[src/rtl/cmd_packet_encoder_pkg.sv]
// Shared command-packet definitions used by the encoder and the dataflow decoder.
package cmd_packet_encoder_pkg;

    // Packet type field, top two bits of every packet.
    localparam logic [1:0] PKT_TASK   = 2'b00;
    localparam logic [1:0] PKT_REPLAY = 2'b01;
    localparam logic [1:0] PKT_NUMFV  = 2'b10;
    localparam logic [1:0] PKT_WB     = 2'b11;

    // Iteration mask location inside a task payload.
    localparam int MASK_LSB = 10;
    localparam int MASK_MSB = 13;

    // Header value widths.
    localparam int NUMFV_W = 5;
    localparam int WB_W    = 4;

    typedef enum logic [2:0] {
        ST_IDLE,
        ST_HDR_FV,
        ST_HDR_WB,
        ST_TASKS,
        ST_REPLAY
    } enc_state_e;

endpackage

[src/rtl/cmd_packet_encoder_if.sv]
// Host-loader / command-FIFO side signals of the packet encoder.
interface cmd_packet_encoder_if #(
    parameter int PKT_W    = 16,
    parameter int MAX_ITER = 4,
    parameter int CNT_W    = 16
);
    import cmd_packet_encoder_pkg::*;

    localparam int ITER_W = $clog2(MAX_ITER) + 1;

    logic               cfg_valid;
    logic               cfg_ready;
    logic [NUMFV_W-1:0] cfg_num_fv;
    logic [WB_W-1:0]    cfg_wb;
    logic [ITER_W-1:0]  cfg_iters;
    logic               task_valid;
    logic               task_ready;
    logic [PKT_W-3:0]   task_payload;
    logic               task_last;
    logic               fifo_full;
    logic               fifo_wr_en;
    logic [PKT_W-1:0]   fifo_wr_data;
    logic               busy;
    logic               job_done;
    logic               cfg_err;
    logic [CNT_W-1:0]   pkt_count;

    // Environment view: drives config, tasks and FIFO status.
    modport master (
        output cfg_valid, cfg_num_fv, cfg_wb, cfg_iters,
        output task_valid, task_payload, task_last, fifo_full,
        input  cfg_ready, task_ready, fifo_wr_en, fifo_wr_data,
        input  busy, job_done, cfg_err, pkt_count
    );

    // Encoder view.
    modport slave (
        input  cfg_valid, cfg_num_fv, cfg_wb, cfg_iters,
        input  task_valid, task_payload, task_last, fifo_full,
        output cfg_ready, task_ready, fifo_wr_en, fifo_wr_data,
        output busy, job_done, cfg_err, pkt_count
    );

endinterface

[src/rtl/cmd_packet_encoder.sv]
// Writer end of the command FIFO: emits header, weights boundary, tasks and
// replay markers for one job, never writing while the FIFO is full.
module cmd_packet_encoder
    import cmd_packet_encoder_pkg::*;
#(
    parameter int PKT_W    = 16,
    parameter int MAX_ITER = 4,
    parameter int CNT_W    = 16
) (
    input  logic                 clk,
    input  logic                 reset,
    cmd_packet_encoder_if.slave  bus_if
);

    localparam int ITER_W = $clog2(MAX_ITER) + 1;
    localparam int PW     = PKT_W - 2;

    enc_state_e         state_q, state_d;
    logic [NUMFV_W-1:0] num_fv_q, num_fv_d;
    logic [WB_W-1:0]    wb_q, wb_d;
    logic [ITER_W-1:0]  iters_q, iters_d;
    logic [ITER_W-1:0]  iter_cnt_q, iter_cnt_d;
    logic               cfg_err_q, cfg_err_d;
    logic [CNT_W-1:0]   pkt_count_q, pkt_count_d;

    logic               wr_en;
    logic [PKT_W-1:0]   wr_data;
    logic               cfg_ready, task_ready, job_done;
    logic               iters_legal;

    function automatic logic [PKT_W-1:0] mk_pkt(input logic [1:0] ptype,
                                                 input logic [PW-1:0] body);
        return {ptype, body};
    endfunction

    assign iters_legal = (bus_if.cfg_iters != '0) &&
                         (bus_if.cfg_iters <= ITER_W'(MAX_ITER));

    // Next-state, FIFO write and handshake decode.
    always_comb begin
        state_d     = state_q;
        num_fv_d    = num_fv_q;
        wb_d        = wb_q;
        iters_d     = iters_q;
        iter_cnt_d  = iter_cnt_q;
        cfg_err_d   = cfg_err_q;
        cfg_ready   = 1'b0;
        task_ready  = 1'b0;
        job_done    = 1'b0;
        wr_en       = 1'b0;
        wr_data     = '0;
        case (state_q)
            ST_IDLE: begin
                cfg_ready = 1'b1;
                if (bus_if.cfg_valid) begin
                    if (iters_legal) begin
                        num_fv_d   = bus_if.cfg_num_fv;
                        wb_d       = bus_if.cfg_wb;
                        iters_d    = bus_if.cfg_iters;
                        iter_cnt_d = '0;
                        state_d    = ST_HDR_FV;
                    end else begin
                        cfg_err_d = 1'b1;
                    end
                end
            end
            ST_HDR_FV: if (!bus_if.fifo_full) begin
                wr_en   = 1'b1;
                wr_data = mk_pkt(PKT_NUMFV, PW'(num_fv_q));
                state_d = ST_HDR_WB;
            end
            ST_HDR_WB: if (!bus_if.fifo_full) begin
                wr_en   = 1'b1;
                wr_data = mk_pkt(PKT_WB, PW'(wb_q));
                state_d = ST_TASKS;
            end
            ST_TASKS: begin
                // Pass-through: the mask field travels untouched in the payload.
                task_ready = !bus_if.fifo_full;
                if (bus_if.task_valid && !bus_if.fifo_full) begin
                    wr_en   = 1'b1;
                    wr_data = mk_pkt(PKT_TASK, bus_if.task_payload);
                    if (bus_if.task_last) state_d = ST_REPLAY;
                end
            end
            ST_REPLAY: if (!bus_if.fifo_full) begin
                wr_en      = 1'b1;
                wr_data    = mk_pkt(PKT_REPLAY, PW'(iter_cnt_q));
                iter_cnt_d = iter_cnt_q + 1'b1;
                if (iter_cnt_q == iters_q - 1'b1) begin
                    job_done = 1'b1;
                    state_d  = ST_IDLE;
                end
            end
            default: state_d = ST_IDLE;
        endcase
        pkt_count_d = wr_en ? pkt_count_q + CNT_W'(1) : pkt_count_q;
    end

    // State, latched job configuration and counters.
    always_ff @(posedge clk) begin
        if (reset) begin
            state_q     <= ST_IDLE;
            num_fv_q    <= '0;
            wb_q        <= '0;
            iters_q     <= '0;
            iter_cnt_q  <= '0;
            cfg_err_q   <= 1'b0;
            pkt_count_q <= '0;
        end else begin
            state_q     <= state_d;
            num_fv_q    <= num_fv_d;
            wb_q        <= wb_d;
            iters_q     <= iters_d;
            iter_cnt_q  <= iter_cnt_d;
            cfg_err_q   <= cfg_err_d;
            pkt_count_q <= pkt_count_d;
        end
    end

    assign bus_if.cfg_ready    = cfg_ready;
    assign bus_if.task_ready   = task_ready;
    assign bus_if.fifo_wr_en   = wr_en;
    assign bus_if.fifo_wr_data = wr_data;
    assign bus_if.busy         = (state_q != ST_IDLE);
    assign bus_if.job_done     = job_done;
    assign bus_if.cfg_err      = cfg_err_q;
    assign bus_if.pkt_count    = pkt_count_q;

endmodule

[src/flat_wrapper.sv]
// flat-port wrapper written by rule: the top's interface ports become plain ports
module cmd_packet_encoder_flat import cmd_packet_encoder_pkg::*;
#(
    parameter int PKT_W    = 16,
    parameter int MAX_ITER = 4,
    parameter int CNT_W    = 16
)
  (clk, reset, bus_if_cfg_valid, bus_if_cfg_num_fv, bus_if_cfg_wb, bus_if_cfg_iters, bus_if_task_valid, bus_if_task_payload, bus_if_task_last, bus_if_fifo_full, bus_if_cfg_ready, bus_if_task_ready, bus_if_fifo_wr_en, bus_if_fifo_wr_data, bus_if_busy, bus_if_job_done, bus_if_cfg_err, bus_if_pkt_count);
  cmd_packet_encoder_if #(.PKT_W(PKT_W), .MAX_ITER(MAX_ITER), .CNT_W(CNT_W)) bus_if_i ();
  input  logic clk;
  input  logic reset;
  input wire logic [$bits(bus_if_i.cfg_valid)-1:0] bus_if_cfg_valid;
  input wire logic [$bits(bus_if_i.cfg_num_fv)-1:0] bus_if_cfg_num_fv;
  input wire logic [$bits(bus_if_i.cfg_wb)-1:0] bus_if_cfg_wb;
  input wire logic [$bits(bus_if_i.cfg_iters)-1:0] bus_if_cfg_iters;
  input wire logic [$bits(bus_if_i.task_valid)-1:0] bus_if_task_valid;
  input wire logic [$bits(bus_if_i.task_payload)-1:0] bus_if_task_payload;
  input wire logic [$bits(bus_if_i.task_last)-1:0] bus_if_task_last;
  input wire logic [$bits(bus_if_i.fifo_full)-1:0] bus_if_fifo_full;
  output wire logic [$bits(bus_if_i.cfg_ready)-1:0] bus_if_cfg_ready;
  output wire logic [$bits(bus_if_i.task_ready)-1:0] bus_if_task_ready;
  output wire logic [$bits(bus_if_i.fifo_wr_en)-1:0] bus_if_fifo_wr_en;
  output wire logic [$bits(bus_if_i.fifo_wr_data)-1:0] bus_if_fifo_wr_data;
  output wire logic [$bits(bus_if_i.busy)-1:0] bus_if_busy;
  output wire logic [$bits(bus_if_i.job_done)-1:0] bus_if_job_done;
  output wire logic [$bits(bus_if_i.cfg_err)-1:0] bus_if_cfg_err;
  output wire logic [$bits(bus_if_i.pkt_count)-1:0] bus_if_pkt_count;
  assign bus_if_i.cfg_valid = bus_if_cfg_valid;
  assign bus_if_i.cfg_num_fv = bus_if_cfg_num_fv;
  assign bus_if_i.cfg_wb = bus_if_cfg_wb;
  assign bus_if_i.cfg_iters = bus_if_cfg_iters;
  assign bus_if_i.task_valid = bus_if_task_valid;
  assign bus_if_i.task_payload = bus_if_task_payload;
  assign bus_if_i.task_last = bus_if_task_last;
  assign bus_if_i.fifo_full = bus_if_fifo_full;
  assign bus_if_cfg_ready = bus_if_i.cfg_ready;
  assign bus_if_task_ready = bus_if_i.task_ready;
  assign bus_if_fifo_wr_en = bus_if_i.fifo_wr_en;
  assign bus_if_fifo_wr_data = bus_if_i.fifo_wr_data;
  assign bus_if_busy = bus_if_i.busy;
  assign bus_if_job_done = bus_if_i.job_done;
  assign bus_if_cfg_err = bus_if_i.cfg_err;
  assign bus_if_pkt_count = bus_if_i.pkt_count;
  cmd_packet_encoder #(.PKT_W(PKT_W), .MAX_ITER(MAX_ITER), .CNT_W(CNT_W)) u_core (.clk(clk), .reset(reset), .bus_if(bus_if_i));
endmodule
[config.mk]
export PLATFORM = sky130hd
export DESIGN_NAME = cmd_packet_encoder_flat
export DESIGN_NICKNAME = d
export VERILOG_FILES = /design/src/rtl/cmd_packet_encoder_pkg.sv /design/src/rtl/cmd_packet_encoder_if.sv /design/src/rtl/cmd_packet_encoder.sv /design/src/flat_wrapper.sv
export SDC_FILE = /design/constraint.sdc
export NUM_CORES = 1
export LEC_CHECK = 0
export ABC_AREA = 1
export BUFFER_PORTS_ARGS = -buffer_cell sky130_fd_sc_hd__buf_2
export CAP_MARGIN = 20
export CORE_MARGIN = 2
export CORE_UTILIZATION = 30
export CTS_CLUSTER_DIAMETER = 80
export CTS_CLUSTER_SIZE = 8
export DETAILED_ROUTE_END_ITERATION = 10
export GPL_TIMING_DRIVEN = 0
export PLACE_DENSITY_LB_ADDON = 0.25
export SLEW_MARGIN = 5
export SYNTH_ARGS = -nofsm -noshare
export SYNTH_HDL_FRONTEND = slang
export SYNTH_SLANG_ARGS = --single-unit
[constraint.sdc]
create_clock -name clk -period 1.3 [get_ports clk]
set_input_delay 0.195 -clock clk [delete_from_list [all_inputs] [get_ports clk]]
set_output_delay 0.195 -clock clk [all_outputs]
set_load 0.01 [all_outputs]
==> results of run 1 <==
## synthesized netlist by cell type (4+ instances only)
master / n / share of area
nand3_1: 35 / 0.086
a21oi_1: 21 / 0.051
nor2_1: 68 / 0.12
o21ai_0: 14 / 0.034
nand2_2: 4 / 0.012
dfxtp_1: 35 / 0.34
inv_1: 31 / 0.057
clkbuf_1: 5 / 0.0092
o21ai_1: 4 / 0.0098
xnor2_1: 5 / 0.021
nand2_1: 71 / 0.13
## per-stage QoR
stage           util  cell area (um2)  hold WS [ns]
2_1_floorplan      -             2170         0.264
3_3_place_gp   0.391             2610         0.440
6_report       0.543             3630         0.131
3_5_place_dp   0.391             2610         0.446
4_1_cts        0.482             3220         0.127
5_1_grt        0.543             3630         0.132
## cell usage in the layout (no fill, tap or decap), drive strengths merged, types with 2 or more instances in the layout
cell	instances
inv	34
a22oi	3
nand4	2
o211ai	2
nor2	69
nor3	3
buf	112
o21ai	19
dfxtp	35
xor2	3
ha	3
clkbuf	12
xnor2	5
nand3	36
nand2	75
a21oi	21
## state kept, by name, summed over array words and instances (netlist names)
signal	cells
u_core.bus_if.cfg_err	1
u_core.bus_if.pkt_count	16
u_core.iters_q	3
u_core.state_q	3
u_core.iter_cnt_q	3
u_core.num_fv_q	5
u_core.wb_q	4
## layer usage
layer,part of all wire,vias up
met5,0,-
met4,0.011,0
met3,0.054,7
met2,0.52,82
met1,0.42,1168
li1,-,1261
## final timing paths
kind	from	to	slack, ns	cells past startpoint
max	u_core.state_q[0]	bus_if_fifo_wr_data[1]	-0.41	6
min	bus_if_cfg_num_fv[3]	u_core.num_fv_q[3]	0.13	3
max reg2reg	u_core.iters_q[0]	u_core.state_q[0]	-0.27	14
min reg2reg	u_core.bus_if.cfg_err	u_core.bus_if.cfg_err	0.47	2
## final cells by class
| class | count | area share |
|---|---|---|
| Buffer | 8 | 0.0258 |
| Sequential cell | 35 | 0.200 |
| Tap cell | 80 | 0.0276 |
| Clock inverter | 1 | 0.00138 |
| Timing Repair Buffer | 109 | 0.237 |
| Multi-Input combinational cell | 243 | 0.441 |
| Inverter | 34 | 0.0386 |
| Clock buffer | 7 | 0.0296 |
## logic make-up after synthesis
group | Yosys count | synth area share
buf+inv | 43 | 0.0887
xor+xnor | 8 | 0.0343
fa+ha+maj | 3 | 0.0184
simple gates | 185 | 0.386
compound gates | 47 | 0.130
flops | 35 | 0.343
## worst max-delay path, delay by kind of cell (launching register included)
family	cells	cell delay, ns
DFF	1	0.42
and+or+nand+nor	3	0.35
buffers and inverters	2	0.34
AOI/OAI and AO/OA	1	0.11
## power groups by stage
stage / Combinational (uW) / Sequential, uW / Clock (uW)
after floorplan: 915 / 1410 / 0
after global placement: 1280 / 1420 / 0
after detailed placement: 1300 / 1420 / 0
after CTS: 1950 / 1430 / 1010
after global routing: 2700 / 1470 / 1050
final: 2510 / 1440 / 977
## timing repair
item / in CTS / in global routing
cloned: 3 / 3
setup buffers: 21 / 19
endpoints found under the setup margin: 55 / 56
endpoints found under the hold margin: 0 / 0
gates resized for setup: 88 / 82
pin swaps: 20 / 18
==> impl_metrics.env, run 1 <==
export IMPL_result_of_the_run="finished, violations left"
export IMPL_failed_checks="negative setup slack"
export IMPL_final_setup_skew_ns=0.0101
export IMPL_asyncSetResetFlopFracSynth=0
export IMPL_finalSetupTns_ns=-11.10
export IMPL_totalPowerFinal_uw=4930
export IMPL_vias_in_the_first_global_route=2290
export IMPL_grt_util_met2=0.314
export IMPL_antenna_violations_before_repair=0
export IMPL_post_route_worst_setup_slack_ns=-0.412
export IMPL_num_fill_cells=619
export IMPL_synth_ff_latch_count=35
export IMPL_globalRouteMet3Util=0.0362
export IMPL_finalNonFillerCells=517
export IMPL_p_int_uw=3030
export IMPL_powerDensity_nw_per_um2=1360
export IMPL_cap_violations=0
export IMPL_clkSinkCount=35
export IMPL_post_synth_instance_area_um2=2040
export IMPL_irDropWorstVdd_uv=773
export IMPL_numCtsBuffers=5
export IMPL_via_per_inst=4.87
export IMPL_dieArea_um2=7490
export IMPL_grt_pass1_wl_um=10100
export IMPL_synth_warning_count=0
export IMPL_netlist_cell_type_count=27
export IMPL_tritoncts="built"
export IMPL_timing_hold_worst_class="input pin to flip-flop"
export IMPL_finalCriticalPeriod_ns=1.71
export IMPL_placement_setup_worst_slack_ns=-0.323
export IMPL_place_congestion=0.852
export IMPL_crit_chain="nand2_4, nor3_4, buf_6, nand3_2, o211ai_1, buf_2"
export IMPL_switching_power_share_of_the_total=0.385
export IMPL_crit_slowest_cell="dfxtp_4"
export IMPL_detail_route_first_pass_iterations=4
export IMPL_die_h_um=86.6
export IMPL_post_route_cells_drive_above_1_share=0.529
export IMPL_die_w_um=86.6
export IMPL_placed_wire_length_estimate_after_detailed_placement_um=4240
export IMPL_placed_cells=470
export IMPL_clk_path_buf_depth=2
export IMPL_remaining_antenna_violation_count_after_routing=0
export IMPL_rows=30
export IMPL_cts_reportedPaths_clkPinSlew_ns=0.08
export IMPL_postCtsHoldBufs=0
export IMPL_insertedDiodeCount=0
export IMPL_final_routed_wirelength_across_all_metal_layers_um=6890
export IMPL_gr_max_usage_layer="met2"
export IMPL_synth_seq_area_share=0.343
export IMPL_number_of_port_buffers=69
export IMPL_final_layout_net_count=471
export IMPL_clock_insertion_delay_worst_skew_ns=0.29
export IMPL_syn_instance_count=321
export IMPL_critical_path_required_ns=1.11
export IMPL_area_delta_synth_final_pct=77.6
export IMPL_worst_slew_pin_transition_ns=0.653
export IMPL_power_frac_seq=0.293
export IMPL_mappedNetlistNets=356
export IMPL_grtUsageMet1=0.196
export IMPL_core_region_area_um2=6680
export IMPL_drc=0
export IMPL_synth_edf_count=0
export IMPL_max_slew_margin_rel=0.564
export IMPL_grt_overflow_total=0
export IMPL_min_period_over_period=1.32
export IMPL_track_usage=0.169
export IMPL_setup_violations_final=55
export IMPL_power_combinational_fraction=0.509
export IMPL_mean_syn_cell_area_um2=6.37
export IMPL_timing_hold_violations_final=0
export IMPL_start_util=0.306
export IMPL_cts_htree_levels=2
export IMPL_via_count=2518
export IMPL_synth_flop_cell="dfxtp_1"
export IMPL_final_max_slew_viol_count=0
export IMPL_clk_root_buffer_cell="clkbuf_8"
export IMPL_fmax_mhz=584
export IMPL_detailedRoute_firstIterationViolations=77
export IMPL_cpPeakStageDelay_ns=0.42
export IMPL_worstSetupPathType="flip-flop to output pin"
export IMPL_cp_arrival_ns=1.52
export IMPL_seq_area_um2=724
export IMPL_critical_path_endpoint_type="output pin"
export IMPL_grt_start_max_net_pins=12
export IMPL_power_net_switching_uw=1900
export IMPL_critPathMaxFanout=6
export IMPL_multi_input_area_um2=1600
export IMPL_p_leak_uw=0.00165
export IMPL_worstSetupStartpointType="flip-flop"
export IMPL_rsz_0062_raised_after_global_routing="yes"
export IMPL_detail_route_wl_per_cell_um=13.3
export IMPL_clock_power_share=0.198
export IMPL_ios=70
(Power assumes the default switching activity.)
==> run 2: changes to the inputs <==
--- a/config.mk
+++ b/config.mk
@@ -8,6 +8,8 @@
 export ABC_AREA = 1
 export BUFFER_PORTS_ARGS = -buffer_cell sky130_fd_sc_hd__buf_2
 export CAP_MARGIN = 20
+export CELL_PAD_IN_SITES_DETAIL_PLACEMENT = 1
+export CELL_PAD_IN_SITES_GLOBAL_PLACEMENT = 1
 export CORE_MARGIN = 2
 export CORE_UTILIZATION = 30
 export CTS_CLUSTER_DIAMETER = 80
==> impl_metrics.env, run 2 (same netlist as run 1, synthesis figures left out) <==
export IMPL_grt_pass1_wl_um=12400
export IMPL_worst_slew_pin_transition_ns=0.672
export IMPL_postCtsHoldBufs=0
export IMPL_cts_htree_levels=2
export IMPL_numCtsBuffers=5
export IMPL_remaining_antenna_violation_count_after_routing=0
export IMPL_place_congestion=0.767
export IMPL_clkSinkCount=35
export IMPL_cpPeakStageDelay_ns=0.37
export IMPL_final_routed_wirelength_across_all_metal_layers_um=7620
export IMPL_setup_violations_final=55
export IMPL_detail_route_first_pass_iterations=4
export IMPL_grtUsageMet1=0.239
export IMPL_max_slew_margin_rel=0.552
export IMPL_irDropWorstVdd_uv=668
export IMPL_critPathMaxFanout=5
export IMPL_timing_hold_violations_final=0
export IMPL_start_util=0.306
export IMPL_ios=70
export IMPL_crit_reg2reg_launch="u_core.state_q[2]"
export IMPL_die_h_um=86.6
export IMPL_via_per_inst=4.98
export IMPL_cts_reportedPaths_clkPinSlew_ns=0.08
export IMPL_critPathMostFrequentCell="buf_6"
export IMPL_result_of_the_run="finished, violations left"
export IMPL_timing_critical_path_to="bus_if_fifo_wr_data[7]"
export IMPL_grt_overflow_total=0
export IMPL_vias_in_the_first_global_route=2584
export IMPL_antenna_violations_before_repair=0
export IMPL_worstSetupStartpointType="flip-flop"
export IMPL_crit_slowest_cell="dfxtp_4"
export IMPL_finalNonFillerCells=505
export IMPL_worst_r2r_endpoint="u_core.wb_q[1]"
export IMPL_power_combinational_fraction=0.517
export IMPL_clock_power_share=0.178
export IMPL_power_frac_seq=0.306
export IMPL_min_period_over_period=1.37
export IMPL_final_layout_net_count=460
export IMPL_powerDensity_nw_per_um2=1420
export IMPL_tritoncts="built"
export IMPL_cell_count_of_the_worst_reg_to_reg_path=11
export IMPL_cp_buffers_inverters=3
export IMPL_clk_path_buf_depth=2
export IMPL_track_usage=0.208
export IMPL_seq_area_um2=721
export IMPL_die_w_um=86.6
export IMPL_insertedDiodeCount=0
export IMPL_timing_reg2reg_setup_slack_ns=-0.36
export IMPL_rsz_0062_raised_after_global_routing="yes"
export IMPL_clk_root_buffer_cell="clkbuf_8"
export IMPL_drc=0
export IMPL_worst_setup_path_startpoint="u_core.state_q[2]"
export IMPL_crit_chain="buf_6, nor3_4, nand2_2, clkbuf_16, nor2_4, buf_6"
export IMPL_most_common_layout_cells="buf_2 (57), nand2_1 (54), nor2_1 (48)"
export IMPL_gr_max_usage_layer="met2"
export IMPL_p_int_uw=2830
export IMPL_final_max_slew_viol_count=0
export IMPL_core_region_area_um2=6680
export IMPL_cp_arrival_ns=1.59
export IMPL_critical_path_required_ns=1.11
export IMPL_worstSetupPathDepth=6
export IMPL_detailedRoute_firstIterationViolations=58
export IMPL_detail_route_wl_per_cell_um=15.1
export IMPL_clock_insertion_delay_worst_skew_ns=0.29
export IMPL_rows=30
export IMPL_most_frequent_standard_cell_in_the_layout_excluding_fill_and_tap_cells="buf_2"
export IMPL_multi_input_area_um2=1500
export IMPL_post_dp_cell_area_um2=2610
export IMPL_p_leak_uw=0.00150
export IMPL_critical_path_endpoint_type="output pin"
export IMPL_largest_register_ff_count=16
export IMPL_placed_cells=470
export IMPL_placed_wire_length_estimate_after_detailed_placement_um=4880
export IMPL_grt_util_met2=0.388
export IMPL_area_delta_synth_final_pct=63.8
export IMPL_switching_power_share_of_the_total=0.403
export IMPL_num_fill_cells=893
export IMPL_finalCriticalPeriod_ns=1.79
export IMPL_fmax_mhz=560
export IMPL_postLayoutCellArea_um2=3350
export IMPL_post_route_worst_setup_slack_ns=-0.486
export IMPL_worstSetupPathType="flip-flop to output pin"
export IMPL_number_of_port_buffers=69
export IMPL_final_setup_skew_ns=0.0121
export IMPL_cap_violations=0
export IMPL_failed_checks="negative setup slack"
export IMPL_globalRouteMet3Util=0.0343
export IMPL_via_count=2517
export IMPL_post_route_cells_drive_above_1_share=0.456
export IMPL_power_net_switching_uw=1920
export IMPL_dominant_delay_contributor_by_cell_family_on_the_critical_path="simple AND/OR/NAND/NOR gates"
export IMPL_timing_hold_worst_class="input pin to flip-flop"
export IMPL_grt_start_max_net_pins=11
export IMPL_dieArea_um2=7490
==> run 2: cell count changes in the layout (fill, tap and decap cells not counted), moves of 3 or more <==
cell | previous run | this run
a21oi_1 | 11 | 20
a21oi_2 | 10 | 1
buf_2 | 54 | 57
buf_4 | 18 | 15
buf_6 | 35 | 25
nand2_1 | 51 | 54
nand2_4 | 12 | 9
nand3_1 | 21 | 31
nand3_2 | 13 | 4
==> run 2: area by class of cell <==
type,instances,area share
Multi-Input combinational cell,243,0.448
Sequential cell,35,0.215
Timing Repair Buffer,98,0.214
Inverter,34,0.0403
Tap cell,80,0.0299
Buffer,8,0.0261
Clock buffer,6,0.0247
Clock inverter,1,0.00149
==> run 2: how the worst min path moves through the flow <==
stage / start / end / slack (ns) / cells after the start
2_1_floorplan: reset / u_core.bus_if.pkt_count[5] / 0.26 / 1
3_3_place_gp: bus_if_cfg_num_fv[1] / u_core.num_fv_q[1] / 0.45 / 3
3_5_place_dp: reset / u_core.bus_if.pkt_count[7] / 0.44 / 2
4_1_cts: reset / u_core.bus_if.pkt_count[7] / 0.13 / 2
5_1_grt: reset / u_core.bus_if.pkt_count[8] / 0.13 / 2
6_report: bus_if_cfg_num_fv[0] / u_core.num_fv_q[0] / 0.14 / 3
==> run 2: per-layer routing <==
layer	wire (um)	share of wire
met1	3050	0.40
met2	4160	0.55
met3	277	0.036
met4	133	0.017
met5	0	0
==> run 2: worst min-delay path, cell delays in order <==
cell	delay, ns
buf_2	0.08
o21ai_2	0.05
nor2_1	0.06
==> run 2: power by group through the flow <==
stage	clock network [uW]	logic, uW	registers [uW]
finish	844	2450	1450
CTS	845	2140	1430
global route	909	2670	1480
detailed placement	0	1340	1430
global placement	0	1300	1430
floorplan	0	915	1410
==> run 2: stage by stage <==
stage / hold WS [ns] / utilization / power (uW) / TNS [ns] / setup WS (ns)
after floorplan: 0.264 / - / 2330 / -1.49 / -0.0813
after global placement: 0.445 / 0.391 / 2730 / -9.40 / -0.382
after detailed placement: 0.445 / 0.391 / 2770 / -10.47 / -0.365
after CTS: 0.130 / 0.483 / 4420 / -13.74 / -0.414
after global routing: 0.134 / 0.501 / 5050 / -21.46 / -0.543
final: 0.137 / 0.501 / 4750 / -17.91 / -0.486
==> run 2: timing repair <==
item | in CTS | in global routing
setup endpoints to repair | 55 | 55
hold endpoints to repair | 0 | 0
resized for setup | 94 | 28
gates cloned | 4 | 0
setup buffers | 21 | 5
pin swaps | 20 | 24
